**src/rtl/apb_master_ctrl_p_if.sv**
```systemverilog
// AHB-side request/response and APB-side bus signals of the AHB-to-APB controller.
// Latency: none; this is only a bundle of wires.
// Backpressure: hreadyout stalls the AHB side and pready stalls the APB side.
interface apb_master_ctrl_p_if #(
    parameter int ADDR_W  = 32,
    parameter int DATA_W  = 32,
    parameter int NUM_SLV = 3
);
    // AHB side
    logic               valid;
    logic               hwrite;
    logic [ADDR_W-1:0]  haddr;
    logic [DATA_W-1:0]  hwdata;
    logic [NUM_SLV-1:0] tempselx;
    logic               hreadyout;
    logic               hresp;
    logic [DATA_W-1:0]  hrdata;
    // APB side
    logic [DATA_W-1:0]  prdata;
    logic               pready;
    logic               pslverr;
    logic [NUM_SLV-1:0] pselx;
    logic               penable;
    logic               pwrite;
    logic [ADDR_W-1:0]  paddr;
    logic [DATA_W-1:0]  pwdata;

    // Controller view
    modport master (
        input  valid, hwrite, haddr, hwdata, tempselx, prdata, pready, pslverr,
        output pselx, penable, pwrite, paddr, pwdata, hreadyout, hresp, hrdata
    );

    // Environment view (AHB slave front-end plus APB peripherals)
    modport slave (
        output valid, hwrite, haddr, hwdata, tempselx, prdata, pready, pslverr,
        input  pselx, penable, pwrite, paddr, pwdata, hreadyout, hresp, hrdata
    );
endinterface

```
**src/rtl/apb_master_ctrl_p.sv**
```systemverilog
// AHB-to-APB3 controller: runs SETUP/ACCESS to one of NUM_SLV peripherals, maps pslverr/timeout to AHB ERROR.
// Latency: read 3 cycles, write 4 cycles at zero wait states; each pready=0 cycle adds one.
// Backpressure: hreadyout=0 from accept until completion; pready=0 holds ACCESS until TIMEOUT aborts it.
module apb_master_ctrl_p #(
    parameter int ADDR_W  = 32,
    parameter int DATA_W  = 32,
    parameter int NUM_SLV = 3,
    parameter int TIMEOUT = 16
) (
    input  logic               hclk,
    input  logic               hresetn,
    apb_master_ctrl_p_if.master bus
);
    localparam int CNT_W = (TIMEOUT > 1) ? $clog2(TIMEOUT) : 1;
    // Counter value seen in the last ACCESS cycle allowed before the abort
    localparam logic [CNT_W-1:0] TO_LAST = CNT_W'((TIMEOUT > 0) ? (TIMEOUT - 1) : 0);

    typedef enum logic [2:0] {IDLE, WWAIT, SETUP, ACCESS, ERR1, ERR2} state_t;

    state_t             state_q, state_d;
    logic [NUM_SLV-1:0] sel_q, sel_d;
    logic               wr_q, wr_d;
    logic [ADDR_W-1:0]  addr_q, addr_d;
    logic [CNT_W-1:0]   cnt_q, cnt_d;

    logic [NUM_SLV-1:0] pselx_q, pselx_d;
    logic               penable_q, penable_d;
    logic               pwrite_q, pwrite_d;
    logic [ADDR_W-1:0]  paddr_q, paddr_d;
    logic [DATA_W-1:0]  pwdata_q, pwdata_d;
    logic               hreadyout_q, hreadyout_d;
    logic               hresp_q, hresp_d;
    logic [DATA_W-1:0]  hrdata_q, hrdata_d;

    // Next state and next registered outputs; outputs are decoded from the state being entered
    always_comb begin
        state_d  = state_q;
        sel_d    = sel_q;
        wr_d     = wr_q;
        addr_d   = addr_q;
        cnt_d    = cnt_q;
        paddr_d  = paddr_q;
        pwrite_d = pwrite_q;
        pwdata_d = pwdata_q;
        hrdata_d = hrdata_q;

        case (state_q)
            // ERR2 accepts exactly like IDLE so an error response costs no extra bubble
            IDLE, ERR2: begin
                state_d = IDLE;
                if (bus.valid) begin
                    sel_d  = bus.tempselx;
                    wr_d   = bus.hwrite;
                    addr_d = bus.haddr;
                    if (!$onehot(bus.tempselx)) begin
                        state_d = ERR1;
                    end else if (bus.hwrite) begin
                        state_d = WWAIT;
                    end else begin
                        state_d = SETUP;
                    end
                end
            end
            WWAIT: begin
                pwdata_d = bus.hwdata;
                state_d  = SETUP;
            end
            SETUP: begin
                state_d = ACCESS;
            end
            ACCESS: begin
                if (bus.pready) begin
                    if (bus.pslverr) begin
                        state_d = ERR1;
                    end else begin
                        state_d = IDLE;
                        if (!wr_q) begin
                            hrdata_d = bus.prdata;
                        end
                    end
                end else begin
                    cnt_d = cnt_q + 1'b1;
                    if ((TIMEOUT != 0) && (cnt_q == TO_LAST)) begin
                        state_d = ERR1;
                    end
                end
            end
            ERR1: begin
                state_d = ERR2;
            end
            default: begin
                state_d = IDLE;
            end
        endcase

        // APB address/direction only move when a new access begins; they hold otherwise
        if (state_d == SETUP) begin
            paddr_d  = addr_d;
            pwrite_d = wr_d;
            cnt_d    = '0;
        end

        pselx_d     = ((state_d == SETUP) || (state_d == ACCESS)) ? sel_d : '0;
        penable_d   = (state_d == ACCESS);
        hreadyout_d = (state_d == IDLE) || (state_d == ERR2);
        hresp_d     = (state_d == ERR1) || (state_d == ERR2);
    end

    // State, latches and output registers with synchronous reset that also drops any APB access
    always_ff @(posedge hclk) begin
        if (!hresetn) begin
            state_q     <= IDLE;
            sel_q       <= '0;
            wr_q        <= 1'b0;
            addr_q      <= '0;
            cnt_q       <= '0;
            pselx_q     <= '0;
            penable_q   <= 1'b0;
            pwrite_q    <= 1'b0;
            paddr_q     <= '0;
            pwdata_q    <= '0;
            hreadyout_q <= 1'b1;
            hresp_q     <= 1'b0;
            hrdata_q    <= '0;
        end else begin
            state_q     <= state_d;
            sel_q       <= sel_d;
            wr_q        <= wr_d;
            addr_q      <= addr_d;
            cnt_q       <= cnt_d;
            pselx_q     <= pselx_d;
            penable_q   <= penable_d;
            pwrite_q    <= pwrite_d;
            paddr_q     <= paddr_d;
            pwdata_q    <= pwdata_d;
            hreadyout_q <= hreadyout_d;
            hresp_q     <= hresp_d;
            hrdata_q    <= hrdata_d;
        end
    end

    assign bus.pselx     = pselx_q;
    assign bus.penable   = penable_q;
    assign bus.pwrite    = pwrite_q;
    assign bus.paddr     = paddr_q;
    assign bus.pwdata    = pwdata_q;
    assign bus.hreadyout = hreadyout_q;
    assign bus.hresp     = hresp_q;
    assign bus.hrdata    = hrdata_q;
endmodule

```
**src/flat_wrapper.sv**
```systemverilog
// flat-port wrapper written by rule: the top's interface ports become plain ports
module apb_master_ctrl_p_flat 
#(
    parameter int ADDR_W  = 32,
    parameter int DATA_W  = 32,
    parameter int NUM_SLV = 3,
    parameter int TIMEOUT = 16
)
  (hclk, hresetn, bus_valid, bus_hwrite, bus_haddr, bus_hwdata, bus_tempselx, bus_prdata, bus_pready, bus_pslverr, bus_pselx, bus_penable, bus_pwrite, bus_paddr, bus_pwdata, bus_hreadyout, bus_hresp, bus_hrdata);
  apb_master_ctrl_p_if #(.ADDR_W(ADDR_W), .DATA_W(DATA_W), .NUM_SLV(NUM_SLV)) bus_i ();
  input  logic hclk;
  input  logic hresetn;
  input wire logic [$bits(bus_i.valid)-1:0] bus_valid;
  input wire logic [$bits(bus_i.hwrite)-1:0] bus_hwrite;
  input wire logic [$bits(bus_i.haddr)-1:0] bus_haddr;
  input wire logic [$bits(bus_i.hwdata)-1:0] bus_hwdata;
  input wire logic [$bits(bus_i.tempselx)-1:0] bus_tempselx;
  input wire logic [$bits(bus_i.prdata)-1:0] bus_prdata;
  input wire logic [$bits(bus_i.pready)-1:0] bus_pready;
  input wire logic [$bits(bus_i.pslverr)-1:0] bus_pslverr;
  output wire logic [$bits(bus_i.pselx)-1:0] bus_pselx;
  output wire logic [$bits(bus_i.penable)-1:0] bus_penable;
  output wire logic [$bits(bus_i.pwrite)-1:0] bus_pwrite;
  output wire logic [$bits(bus_i.paddr)-1:0] bus_paddr;
  output wire logic [$bits(bus_i.pwdata)-1:0] bus_pwdata;
  output wire logic [$bits(bus_i.hreadyout)-1:0] bus_hreadyout;
  output wire logic [$bits(bus_i.hresp)-1:0] bus_hresp;
  output wire logic [$bits(bus_i.hrdata)-1:0] bus_hrdata;
  assign bus_i.valid = bus_valid;
  assign bus_i.hwrite = bus_hwrite;
  assign bus_i.haddr = bus_haddr;
  assign bus_i.hwdata = bus_hwdata;
  assign bus_i.tempselx = bus_tempselx;
  assign bus_i.prdata = bus_prdata;
  assign bus_i.pready = bus_pready;
  assign bus_i.pslverr = bus_pslverr;
  assign bus_pselx = bus_i.pselx;
  assign bus_penable = bus_i.penable;
  assign bus_pwrite = bus_i.pwrite;
  assign bus_paddr = bus_i.paddr;
  assign bus_pwdata = bus_i.pwdata;
  assign bus_hreadyout = bus_i.hreadyout;
  assign bus_hresp = bus_i.hresp;
  assign bus_hrdata = bus_i.hrdata;
  apb_master_ctrl_p #(.ADDR_W(ADDR_W), .DATA_W(DATA_W), .NUM_SLV(NUM_SLV), .TIMEOUT(TIMEOUT)) u_core (.hclk(hclk), .hresetn(hresetn), .bus(bus_i));
endmodule
```
**config.mk**
```make
export PLATFORM = sky130hd
export DESIGN_NAME = apb_master_ctrl_p_flat
export DESIGN_NICKNAME = d
export VERILOG_FILES = /design/src/rtl/apb_master_ctrl_p_if.sv /design/src/rtl/apb_master_ctrl_p.sv /design/src/flat_wrapper.sv
export SDC_FILE = /design/constraint.sdc
export NUM_CORES = 1
export LEC_CHECK = 0
export BUFFER_PORTS_ARGS = -buffer_cell sky130_fd_sc_hd__buf_2
export CAP_MARGIN = 5
export CORE_MARGIN = 2
export CORE_UTILIZATION = 44
export DETAILED_ROUTE_END_ITERATION = 16
export GPL_TIMING_DRIVEN = 1
export PLACE_DENSITY = 0.84
export SLEW_MARGIN = 20
export SYNTH_ARGS = -nofsm -noshare
export SYNTH_HDL_FRONTEND = slang
export SYNTH_SLANG_ARGS = --single-unit
```
**constraint.sdc**
```tcl
create_clock -name hclk -period 1.9 [get_ports hclk]
set_input_delay 0.095 -clock hclk [delete_from_list [all_inputs] [get_ports hclk]]
set_output_delay 0.095 -clock hclk [all_outputs]
set_load 0.02 [all_outputs]
```
### Yosys cells after proc, flatten, opt, wreduce, memory -nomap -nowiden

Cells that the tools add are included.

| storage, ports and cells | value |
|---|---|
| input bits | 105 |
| output and inout bits | 103 |
| word-level logic and storage cells | 54 |
| bits in registers | 146 |

| cells by class | value |
|---|---|
| bitwise operators | 4 |
| reductions and logical operators | 10 |
| equality and inequality tests | 11 |
| multiplexer cells | 13 |
| $add $sub $neg | 3 |

Operators by type and width:

| kind | number |
|---|---|
| two-way mux 32 bit | 2 |
| two-way mux 3 bit | 7 |
| one-hot mux 3 bit (5 select lines) | 1 |
| == test 3 x 2 -> 1 bit, second input constant | 4 |
| == test 3 bit, second input constant | 4 |
| zero test 3 bit | 2 |
| adder 4 x 1 -> 4 bit, second input constant | 1 |
| == test 4 bit, second input constant | 1 |
| inverter 1 bit | 4 |
| AND reduction 2 bit | 2 |
| AND reduction 4 bit | 1 |
| OR reduction 2 bit | 2 |
| == test 3 x 1 -> 1 bit, second input constant | 1 |
| logical OR 1 bit | 3 |
| adder 1 x 1 -> 2 bit | 1 |
| adder 2 x 1 -> 2 bit | 1 |
| == test 2 x 1 -> 1 bit, second input constant | 1 |
| two-way mux 1 bit | 2 |
| two-way mux 2 bit | 1 |

### Depth between registers and ports, before layout

| depth | value |
|---|---|
| word-level depth | 9 |
| mapped depth | 8 |

### Least setup slack after synthesis

Ideal clock, no wire load.

| timing | value |
|---|---|
| path kind | in2reg |
| start | input port bus_tempselx[0] |
| end | register u_core.paddr_q[0] (netlist: u_core.bus.paddr[0]) |
| slack | -0.018 ns |
| path buffers | 1 |
| stages on the path | 8 |
| setup time | 0.121 ns |
| arrival time | 1.797 ns |
| path through | inv_1 fa_1 nor2b_1 nand3_1 o221a_4 nand3b_4 buf_6 mux2_4 |

| between the ends | value |
|---|---|
| word-level cells in the longest chain between the ends | 7 |

RTL lines:

| what | RTL line | source |
|---|---|---|
| start, declared | flat_wrapper.sv:17 | `input wire logic [$bits(bus_i.tempselx)-1:0] bus_tempselx;` |
| adder 1 x 1 -> 2 bit (implied by the code) | apb_master_ctrl_p.sv:55 | `if (!$onehot(bus.tempselx)) begin` |
| adder 2 x 1 -> 2 bit (implied by the code) | apb_master_ctrl_p.sv:55 |  |
| == test 2 x 1 -> 1 bit | apb_master_ctrl_p.sv:55 |  |
| two-way mux 3 bit | apb_master_ctrl_p.sv:55 |  |
| two-way mux 3 bit | apb_master_ctrl_p.sv:51 | `if (bus.valid) begin` |
| one-hot mux 3 bit (5 select lines) | apb_master_ctrl_p.sv:47 | `case (state_q)` |
| == test 3 x 2 -> 1 bit | apb_master_ctrl_p.sv:97 | `if (state_d == SETUP) begin` |
| end signal, assigned | apb_master_ctrl_p.sv:134 | `paddr_q <= paddr_d;` |
| end, declared | apb_master_ctrl_p.sv:29 | `logic [ADDR_W-1:0] paddr_q, paddr_d;` |

Every way passes these cells.
A chain may end at the register's enable or synchronous reset.

### Worst setup path in the final report

| timing | value |
|---|---|
| start | register u_core.cnt_q[0] |
| end | register u_core.paddr_q[3] (netlist: u_core.bus.paddr[3]) |

| between the ends | value |
|---|---|
| word-level cells in the longest chain between the ends | 5 |

RTL lines:

| what | RTL line | source |
|---|---|---|
| start, declared | apb_master_ctrl_p.sv:24 | `logic [CNT_W-1:0] cnt_q, cnt_d;` |
| start signal, assigned | apb_master_ctrl_p.sv:130 | `cnt_q <= cnt_d;` |
| == test 4 bit | apb_master_ctrl_p.sv:83 | `if ((TIMEOUT != 0) && (cnt_q == TO_LAST)) begin` |
| two-way mux 3 bit | apb_master_ctrl_p.sv:83 |  |
| two-way mux 3 bit | apb_master_ctrl_p.sv:72 | `if (bus.pready) begin` |
| one-hot mux 3 bit (5 select lines) | apb_master_ctrl_p.sv:47 |  |
| == test 3 x 2 -> 1 bit | apb_master_ctrl_p.sv:97 |  |

Every way passes these cells.

==> reports/metrics.cfg <==
[placement]
place.detailed.hpwl_um = 9090
portBuffers = 207
place_ws_ns = -0.265
place_congestion = 0.808

[worst_setup_path]
path_max_fanout = 7
cp.arrival_ns = 2.17
cp-start-kind = flop
cp.required_ns = 2.20
criticalPathCategory = reg -> reg
cp-end-kind = flop

[power_and_ir_drop]
sw_frac_of_total_pct = 30.9
peakVddDrop_mv = 0.667
power.density_mw_per_mm2 = 1360
intPower_w = 0.00801
p_clk_share_pct = 31.9
power_w = 0.0116
power.switching_w = 0.00359
power_frac_seq_pct = 34.4
comb_power_share_pct = 33.7
power_leakage_nw = 3.99

[sta]
finalCritPeriodShare_pct = 98.4
tightest_slew_ns = 0.519
setup_ws_ns = 0.0303
finalSetupViolCount = 0
max_freq_mhz = 535
final_hold_viol_count = 0
grt_setup_unrepaired = yes
clock_skew_ns = 0.00517
slew_violations = 0
slew_headroom_pct = 65.4
period_minus_slack_ns = 1.87

[final_layout]
final_cell_mix = buf_2 (207), dfxtp_1 (143), nand2_1 (131), dlygate4sd3_1 (96), a21oi_1 (64)
area_growth_syn_to_layout_pct = 55.0
finalNetCount = 987
utilization_pct = 70.5
final_common_cell = buf_2
drive_gt1_share_pct = 34.6
num-fill-cells = 813

[drt]
dr.pass1.iters = 5
wl_per_cell_um = 16.3
antenna_left = 0
vias = 5271
drt_iter0_drc = 435
drt_wl_total_um = 17300
viasPerCell = 4.96
drc = 0

[clock_tree]
clock_latency_ns = 0.41
cts_tree = yes
clock_path_buffers = 2
path_clk_slew_ns = 0.06
htreeDepth = 4
clock-sinks = 146
clockRootBuffer = clkbuf_16
cts_inserted_buffers = 17

[min_path]
hp-class = in -> reg

[synthesis]
synthCells = 570
yosysWarnings = 0
synth-seq-cells = 146
syn_avg_cell_area_um2 = 9.66
syn_nets = 677
synth_cell_type_count = 34
seq_area_frac_synth_pct = 53.1
syn_area_mm2 = 0.00551

[die]
coreArea_mm2 = 0.0121
ioPinCount = 208
die_h_um = 116
fp-row-count = 40
start_util_pct = 45.5
die_area_mm2 = 0.0134
die_width_um = 116

[grt]
antenna_found_initial = 0
grt_pass1_wl_um = 26500
grt.total_usage_pct = 25.6
grt_pass1_vias = 5519
grt-ovfl-total = 0
grt_max_degree = 50

[outcome]
status = finished clean

[flow_run]
cap_violations = 0

-- through the flow --
step / std cells / TNS (ns) / cell area [um2] / hold WS [ns]
2_1_floorplan: 570 / -0.0938 / 5520 / 0.231
3_3_place_gp: 929 / -6.18 / 6850 / 0.335
3_5_place_dp: 929 / -8.26 / 6850 / 0.341
4_1_cts: 1057 / 0 / 8470 / 0.00224
5_1_grt: 1061 / -0.502 / 8540 / 0.0408
6_report: 1062 / 0 / 8540 / 0.0157
-- flip-flops by register name (all words and copies together), names as in the netlist --
signal,flops
u_core.addr_q,32
u_core.bus.hrdata,32
u_core.bus.hreadyout,1
u_core.bus.hresp,1
u_core.bus.paddr,32
u_core.bus.penable,1
u_core.bus.pselx,3
u_core.bus.pwdata,32
u_core.bus.pwrite,1
u_core.cnt_q,4
u_core.sel_q,3
u_core.state_q,3
u_core.wr_q,1
-- cells by family (layout without fill, tap and decap cells) --
family / after synthesis / count (layout) / share of synthesized area, %
AND/OR/NAND/NOR: 228 / 228 / 18.6
flip-flops: 146 / 146 / 53.1
AO/OA/AOI/OAI: 72 / 72 / 7.22
multiplexers: 70 / 70 / 15.5
buffers and inverters: 46 / 369 / 4.07
XOR/XNOR: 6 / 6 / 0.954
adder cells (fa/ha/maj): 2 / 2 / 0.590
other: 0 / 1 / 0
-- routing by layer --
metal	vias up	global-route usage [%]	part of all wire (%)
li1	2491	-	-
met1	2444	27.3	38
met2	282	45.8	51
met3	54	9.21	8.9
met4	0	11.0	2.6
met5	-	0	0
-- cell type report --
class | instances | area [um2] | share of cell area [%]
Clock inverter | 9 | 176 | 2.07
Antenna cell | 1 | 2.50 | 0.0293
Inverter | 6 | 26.3 | 0.308
Timing Repair Buffer | 331 | 2330 | 27.3
Clock buffer | 23 | 478 | 5.60
Sequential cell | 146 | 2930 | 34.3
Tap cell | 168 | 210 | 2.46
Multi-Input combinational cell | 378 | 2380 | 27.9
-- power groups by stage --
| stage | clock network (W) | logic [W] | registers (W) |
|---|---|---|---|
| after global routing | 0.00386 | 0.00417 | 0.00403 |
| after global placement | 0 | 0.00347 | 0.00398 |
| after floorplan | 0 | 0.00201 | 0.00438 |
| after CTS | 0.00371 | 0.00371 | 0.00395 |
| after detailed placement | 0 | 0.00353 | 0.00399 |
| final | 0.00370 | 0.00391 | 0.00399 |
-- cells in the mapped netlist --
library cell	count	share of area [%]
xnor2_1	4	0.64
o221a_4	1	0.36
and2_1	34	3.9
ha_1	1	0.23
buf_2	2	0.18
inv_1	6	0.41
mux2_4	30	8.2
nand3_1	3	0.27
o21ai_1	1	0.091
buf_6	4	0.82
nor3b_1	1	0.14
nor2_1	38	2.6
a211oi_1	2	0.27
nand3b_4	1	0.36
nor4bb_4	1	0.45
o211a_2	1	0.18
fa_1	1	0.36
nand4_1	2	0.23
a21oi_1	64	5.8
mux2_1	3	0.61
mux2i_1	37	6.7
dfxtp_1	146	53
clkbuf_1	29	2.0
buf_4	5	0.68
and3b_1	1	0.16
nand2_1	131	8.9
xor2_1	2	0.32
nor2b_1	4	0.45
o221a_2	1	0.20
a41oi_1	1	0.16
a22oi_1	1	0.14
or3_1	1	0.11
nand2b_1	2	0.23
nor3_1	9	0.82
-- worst paths after layout --
check / startpoint / endpoint / slack [ns] / cells past startpoint
worst max-delay path: u_core.cnt_q[0]$_SDFFE_PP0P_ / u_core.bus.paddr[3]$_SDFFE_PN0N_ / 0.03 / 6
worst min-delay path: bus_haddr[26] / u_core.addr_q[26]$_SDFF_PN0_ / 0.02 / 3
worst max register to register: u_core.cnt_q[0]$_SDFFE_PP0P_ / u_core.bus.paddr[3]$_SDFFE_PN0N_ / 0.03 / 6
worst min register to register: u_core.bus.hrdata[25]$_SDFFE_PN0P_ / u_core.bus.hrdata[25]$_SDFFE_PN0P_ / 0.45 / 2
-- worst max-delay path, cell delays in order (launching register included) --
cell,delay (ns)
dfxtp_1,0.34
ha_1,0.24
a41oi_1,0.25
o211a_2,0.26
nand3b_4,0.16
clkbuf_16,0.22
mux2_4,0.29
-- repair_timing --
| action | CTS | global route |
|---|---|---|
| hold endpoints to repair | 97 | 0 |
| setup endpoints to repair | 20 | 40 |
| buffers inserted | 0 | 3 |
| hold buffers | 96 | 0 |
| gates resized for setup | 2 | 7 |
| pin swaps | 1 | 4 |
| gates cloned | 0 | 1 |
Power figures use the tool's default switching activity.
